$ cat config.mk
export PLATFORM = sky130hd
export DESIGN_NAME = fetch_exec_sequencer
export DESIGN_NICKNAME = d
export VERILOG_FILES = /design/src/rtl/fetch_exec_sequencer.sv
export SDC_FILE = /design/constraint.sdc
export NUM_CORES = 1
export LEC_CHECK = 0
export CAP_MARGIN = 10
export CORE_MARGIN = 2
export CORE_UTILIZATION = 35
export DETAILED_ROUTE_END_ITERATION = 8
export DONT_BUFFER_PORTS = 1
export GPL_ROUTABILITY_DRIVEN = 0
export PLACE_DENSITY = 0.57
export REMOVE_ABC_BUFFERS = 1
export SYNTH_ARGS = -nofsm -noshare
export SYNTH_HDL_FRONTEND = slang
export SYNTH_SLANG_ARGS = --single-unit
$ cat constraint.sdc
create_clock -name clk -period 2.5 [get_ports clk]
set_input_delay 0.25 -clock clk [delete_from_list [all_inputs] [get_ports clk]]
set_output_delay 0.25 -clock clk [all_outputs]
set_load 0.01 [all_outputs]
$ cat src/rtl/fetch_exec_sequencer.sv
// Multicycle fetch/execute sequencer for the 16-bit core.
// Holds PC, the instruction register, A, D and the latched M operand. It
// sequences FETCH -> [MREAD] -> EXEC -> [WRITE] over one shared memory port
// that uses a level req / one-cycle ack handshake.
module fetch_exec_sequencer #(
    parameter int               WIDTH    = 16,
    parameter logic [WIDTH-1:0] RESET_PC = 16'h0000
) (
    input  logic             clk,
    input  logic             rst_n,
    input  logic             run,
    // memory port
    output logic [WIDTH-1:0] mem_addr,
    output logic             mem_rd_req,
    output logic             mem_wr_req,
    output logic [WIDTH-1:0] mem_wdata,
    input  logic [WIDTH-1:0] mem_rdata,
    input  logic             mem_ack,
    // architectural state, fed to the control unit
    output logic [WIDTH-1:0] instr,
    output logic [WIDTH-1:0] reg_a,
    output logic [WIDTH-1:0] reg_d,
    output logic [WIDTH-1:0] reg_m,
    // decode results from the control unit
    input  logic [WIDTH-1:0] addr_out,
    input  logic             instr_type,
    input  logic             reg_a_en,
    input  logic             reg_d_en,
    input  logic             reg_m_en,
    input  logic             set_pc,
    input  logic [WIDTH-1:0] alu_result,
    // status
    output logic [WIDTH-1:0] pc,
    output logic             retire,
    output logic             busy
);

    typedef enum logic [1:0] {
        S_FETCH = 2'd0,
        S_MREAD = 2'd1,
        S_EXEC  = 2'd2,
        S_WRITE = 2'd3
    } state_t;

    localparam logic [WIDTH-1:0] ONE = {{(WIDTH-1){1'b0}}, 1'b1};

    state_t           r_state;
    state_t           w_next;
    logic [WIDTH-1:0] r_pc;
    logic [WIDTH-1:0] r_instr;
    logic [WIDTH-1:0] r_reg_a;
    logic [WIDTH-1:0] r_reg_d;
    logic [WIDTH-1:0] r_reg_m;
    logic [WIDTH-1:0] r_wdata;
    logic [WIDTH-1:0] r_waddr;
    logic             r_fetch_pend;

    logic             w_fetch_req;
    logic             w_rd_req;
    logic             w_wr_req;
    logic [WIDTH-1:0] w_addr;
    logic             w_retire;
    logic             w_mwrite;

    // A fetch request, once raised, stays up until acked even if run drops.
    assign w_fetch_req = run | r_fetch_pend;

    // Next-state and request decode for the sequencer FSM.
    always_comb begin
        // NOTE: every output of this block gets a default first, so no path
        // through the case statement can leave a signal unassigned (latch).
        w_next   = r_state;
        w_rd_req = 1'b0;
        w_wr_req = 1'b0;
        w_addr   = r_pc;
        w_retire = 1'b0;
        w_mwrite = 1'b0;
        case (r_state)
            S_FETCH: begin
                w_rd_req = w_fetch_req;
                if (w_fetch_req && mem_ack) begin
                    w_next = mem_rdata[WIDTH-1] ? S_EXEC : S_MREAD;
                end
            end
            S_MREAD: begin
                w_rd_req = 1'b1;
                w_addr   = r_reg_a;
                if (mem_ack) begin
                    w_next = S_EXEC;
                end
            end
            S_EXEC: begin
                w_retire = 1'b1;
                w_mwrite = reg_m_en & ~instr_type;
                w_next   = w_mwrite ? S_WRITE : S_FETCH;
            end
            S_WRITE: begin
                w_wr_req = 1'b1;
                w_addr   = r_waddr;
                if (mem_ack) begin
                    w_next = S_FETCH;
                end
            end
            default: w_next = S_FETCH;
        endcase
    end

    // State register plus the held-fetch flag.
    always_ff @(posedge clk or negedge rst_n) begin
        if (!rst_n) begin
            r_state      <= S_FETCH;
            r_fetch_pend <= 1'b0;
        end else begin
            r_state      <= w_next;
            r_fetch_pend <= (r_state == S_FETCH) && w_fetch_req && !mem_ack;
        end
    end

    // Architectural state: instruction/operand capture and EXEC commit.
    always_ff @(posedge clk or negedge rst_n) begin
        if (!rst_n) begin
            r_pc    <= RESET_PC;
            r_instr <= '0;
            r_reg_a <= '0;
            r_reg_d <= '0;
            r_reg_m <= '0;
            r_wdata <= '0;
            r_waddr <= '0;
        end else begin
            case (r_state)
                S_FETCH: begin
                    if (w_fetch_req && mem_ack) begin
                        r_instr <= mem_rdata;
                    end
                end
                S_MREAD: begin
                    if (mem_ack) begin
                        r_reg_m <= mem_rdata;
                    end
                end
                S_EXEC: begin
                    // NOTE: non-blocking updates mean every right-hand r_reg_a
                    // below reads the pre-commit A, which is exactly what the
                    // jump target and the M write address must use.
                    if (reg_a_en) begin
                        r_reg_a <= instr_type ? addr_out : alu_result;
                    end
                    if (reg_d_en) begin
                        r_reg_d <= alu_result;
                    end
                    r_pc <= set_pc ? r_reg_a : r_pc + ONE;
                    if (w_mwrite) begin
                        r_wdata <= alu_result;
                        r_waddr <= r_reg_a;
                    end
                end
                default: ;
            endcase
        end
    end

    // Requests and retire are gated by rst_n so they fall the instant reset
    // is asserted rather than at the next clock edge.
    assign mem_rd_req = rst_n & w_rd_req;
    assign mem_wr_req = rst_n & w_wr_req;
    assign retire     = rst_n & w_retire;
    assign busy       = rst_n & ((r_state != S_FETCH) | w_fetch_req);
    assign mem_addr   = w_addr;
    assign mem_wdata  = r_wdata;
    assign instr      = r_instr;
    assign reg_a      = r_reg_a;
    assign reg_d      = r_reg_d;
    assign reg_m      = r_reg_m;
    assign pc         = r_pc;

endmodule

==> flow_metrics.env <==
export IMPL_clock_skew_ps=8.15
export IMPL_cts_path_max_buffers=2
export IMPL_portBuffers=0
export IMPL_cts_setup_buffers=0
export IMPL_required_ps=2780
export IMPL_via_per_inst=5.35
export IMPL_cts_tree="done"
export IMPL_yosysSeqAreaShare_pct=54.7
export IMPL_post_route_util_pct=43.8
export IMPL_endpoint_kind="flip-flop"
export IMPL_syn2layout_area_growth_pct=21.6
export IMPL_grt_ovfl_total=0
export IMPL_hp_class="input pin to asynchronous set/reset pin"
export IMPL_grt_max_degree=120
export IMPL_report_final_hold_viol_count=115
export IMPL_power_density_nw_per_um2=1380
export IMPL_yosys_warnings=0
export IMPL_post_route_min_period_ps=2100
export IMPL_cp_max_fo=8
export IMPL_yosys_top_cells_count="115 x dfrtp_1, 71 x mux2_2, 34 x mux2i_1"
export IMPL_final_antenna_net_count=0
export IMPL_cts_resized=0
export IMPL_root_buffer="clkbuf_16"
export IMPL_synth_area_um2=5260
export IMPL_rrSetupSlack_ps=400
export IMPL_die_area_um2=16000
export IMPL_finalPower_uw=8800
export IMPL_synthTopCellsByArea="dfrtp_1 55%, mux2_2 15%, mux2i_1 6.5%"
export IMPL_first_pass_iters=5
export IMPL_worst_pin_slew_ps=469
export IMPL_drc_errors=0
export IMPL_cap_violations=0
export IMPL_fin_nets=534
export IMPL_insertion_delay_ps=410
export IMPL_numCtsBuffers=17
export IMPL_drt_initial_drc_count=178
export IMPL_post_route_period_util_pct=84.0
export IMPL_routedWlPerCell_um=20.3
export IMPL_fp_coreArea_um2=14600
export IMPL_fp_dieW_um=127
export IMPL_arrival_ps=2380
export IMPL_max_freq_ghz=0.476
export IMPL_synthArstFlopShare_pct=100
export IMPL_row_count=44
export IMPL_cp_start_kind="flip-flop"
export IMPL_grt_pass1_wl_mm=21.2
export IMPL_p_leak_uw=0.00277
export IMPL_place_hpwl_mm=9.12
export IMPL_ys_ff_latch=115
export IMPL_htree_num_levels=4
export IMPL_synth_avg_cell_area_um2=11.9
export IMPL_wl_mm=13.7
export IMPL_synthFlopType="dfrtp_1"
export IMPL_violations="negative hold slack"
export IMPL_rsz0062_at_grt="false"
export IMPL_num_vias=3595
export IMPL_diodes=0
export IMPL_fillers=1333
export IMPL_path_class="flip-flop to flip-flop"
export IMPL_clkTransAtPathRegs_ps=50
export IMPL_slew_headroom_pct=68.5
export IMPL_synth_most_common_cell="dfrtp_1"
export IMPL_drive_above_1_share_pct=26.0
export IMPL_synth_top_area_cell="dfrtp_1"
export IMPL_grt_pass1_vias=3690
export IMPL_synthCells=440
export IMPL_status="finished, violations left"
export IMPL_synth_edf_count=0
export IMPL_holdWs_ps=-459
export IMPL_setup_viol=0
export IMPL_ctsHoldBuffers=34
export IMPL_regArea_um2=2880
export IMPL_peakVddDrop_v=0.000607
export IMPL_multi_input_area_um2=2210
export IMPL_initial_core_util_pct=36.0
export IMPL_synth_top_area_share_pct=54.7
export IMPL_maxSlewViolCount=0
export IMPL_pin_count=173
export IMPL_grt_total_usage_pct=17.3
export IMPL_cts_sinks=115
export IMPL_grt_antenna_before_repair=1
export IMPL_die_y_um=127
export IMPL_synth_cell_types=40
-- kinds of logic (layout without fill, tap and decap cells) --
family | after synthesis | in the layout | share of synthesized area (%)
AO/OA/AOI/OAI | 77 | 77 | 8.33
adder cells (fa/ha/maj) | 1 | 1 | 0.238
flip-flops | 115 | 115 | 54.7
buffers and inverters | 36 | 84 | 3.38
AND/OR/NAND/NOR | 97 | 97 | 9.05
multiplexers | 114 | 114 | 24.3
-- placed cells by master, fill, tap and decap left out, types with 3 or more instances in the layout --
cell type,Yosys,final
dfrtp_1,115,115
mux2i_1,34,34
dlygate4sd3_1,0,34
a21oi_1,27,27
clkbuf_16,0,17
or3_1,4,4
mux2_2,71,71
nand2_1,29,29
buf_4,3,12
nor4_1,7,7
o21ai_0,32,32
inv_1,6,6
clkbuf_8,0,5
nor2_1,22,22
nand3_1,10,10
nand4_1,3,3
clkinv_2,0,4
bufinv_16,0,3
mux2_4,9,9
nor3_1,10,10
a211oi_1,3,3
-- per-layer routing --
layer | vias up | share of wire (%) | track usage, %
met4 | 2 | 1.3 | 5.95
met3 | 17 | 5.5 | 6.37
met1 | 1820 | 41 | 21.1
met5 | - | 0.095 | 0
li1 | 1661 | - | -
met2 | 95 | 52 | 28.4
-- metrics by stage --
stage	setup TNS (ps)	area, um^2	cells	worst slack [ps]	hold WS [ps]
after floorplan	-31560	5100	411	-920	-45.6
after global placement	0	5430	607	479	-43.4
after detailed placement	0	5430	607	453	-43.9
after CTS	0	6390	672	436	-487
after global routing	0	6390	672	290	-489
final	0	6390	672	399	-459
-- path summary, 6_finish.rpt --
| kind | from | to | cells past startpoint |
|---|---|---|---|
| setup / recovery | pc[0]$_DFFE_PN0N_ | pc[14]$_DFFE_PN0N_ | 5 |
| max in group asynchronous | rst_n | r_waddr[12]$_DFFE_PN0P_ | 0 |
| min in group clk | set_pc | pc[0]$_DFFE_PN0N_ | 2 |
| setup reg to reg | pc[0]$_DFFE_PN0N_ | pc[14]$_DFFE_PN0N_ | 5 |
| hold / removal | rst_n | mem_wdata[3]$_DFFE_PN0P_ | 0 |
| hold reg to reg | r_waddr[5]$_DFFE_PN0P_ | r_waddr[5]$_DFFE_PN0P_ | 1 |
-- flip-flops by register name, indices dropped and copies added, names as in the netlist --
name	cells
instr	16
mem_wdata	16
pc	16
r_fetch_pend	1
r_state	2
r_waddr	16
reg_a	16
reg_d	16
reg_m	16
-- area by class of cell --
type                            count  share of cell area [%]
Sequential cell                   115                    45.0
Multi-Input combinational cell    289                    34.5
Clock buffer                       22                    7.73
Timing Repair Buffer               46                    6.73
Tap cell                          184                    3.60
Clock inverter                      9                    1.98
Inverter                            7                   0.411
-- worst max-delay path, cell delays in order, from the launching register on --
cell and delay (ps):
dfrtp_1 520, ha_1 260, nand3_1 250, or4_4 580, nor4_1 260, nor3_1 100
-- report_power, final --
part           internal (uW)  total (uW)  switching, uW
clock                   1690        2500            817
sequential              2760        4050           1280
combinational           1150        2250           1090
Note: power is estimated with default switching activity, not from simulation.
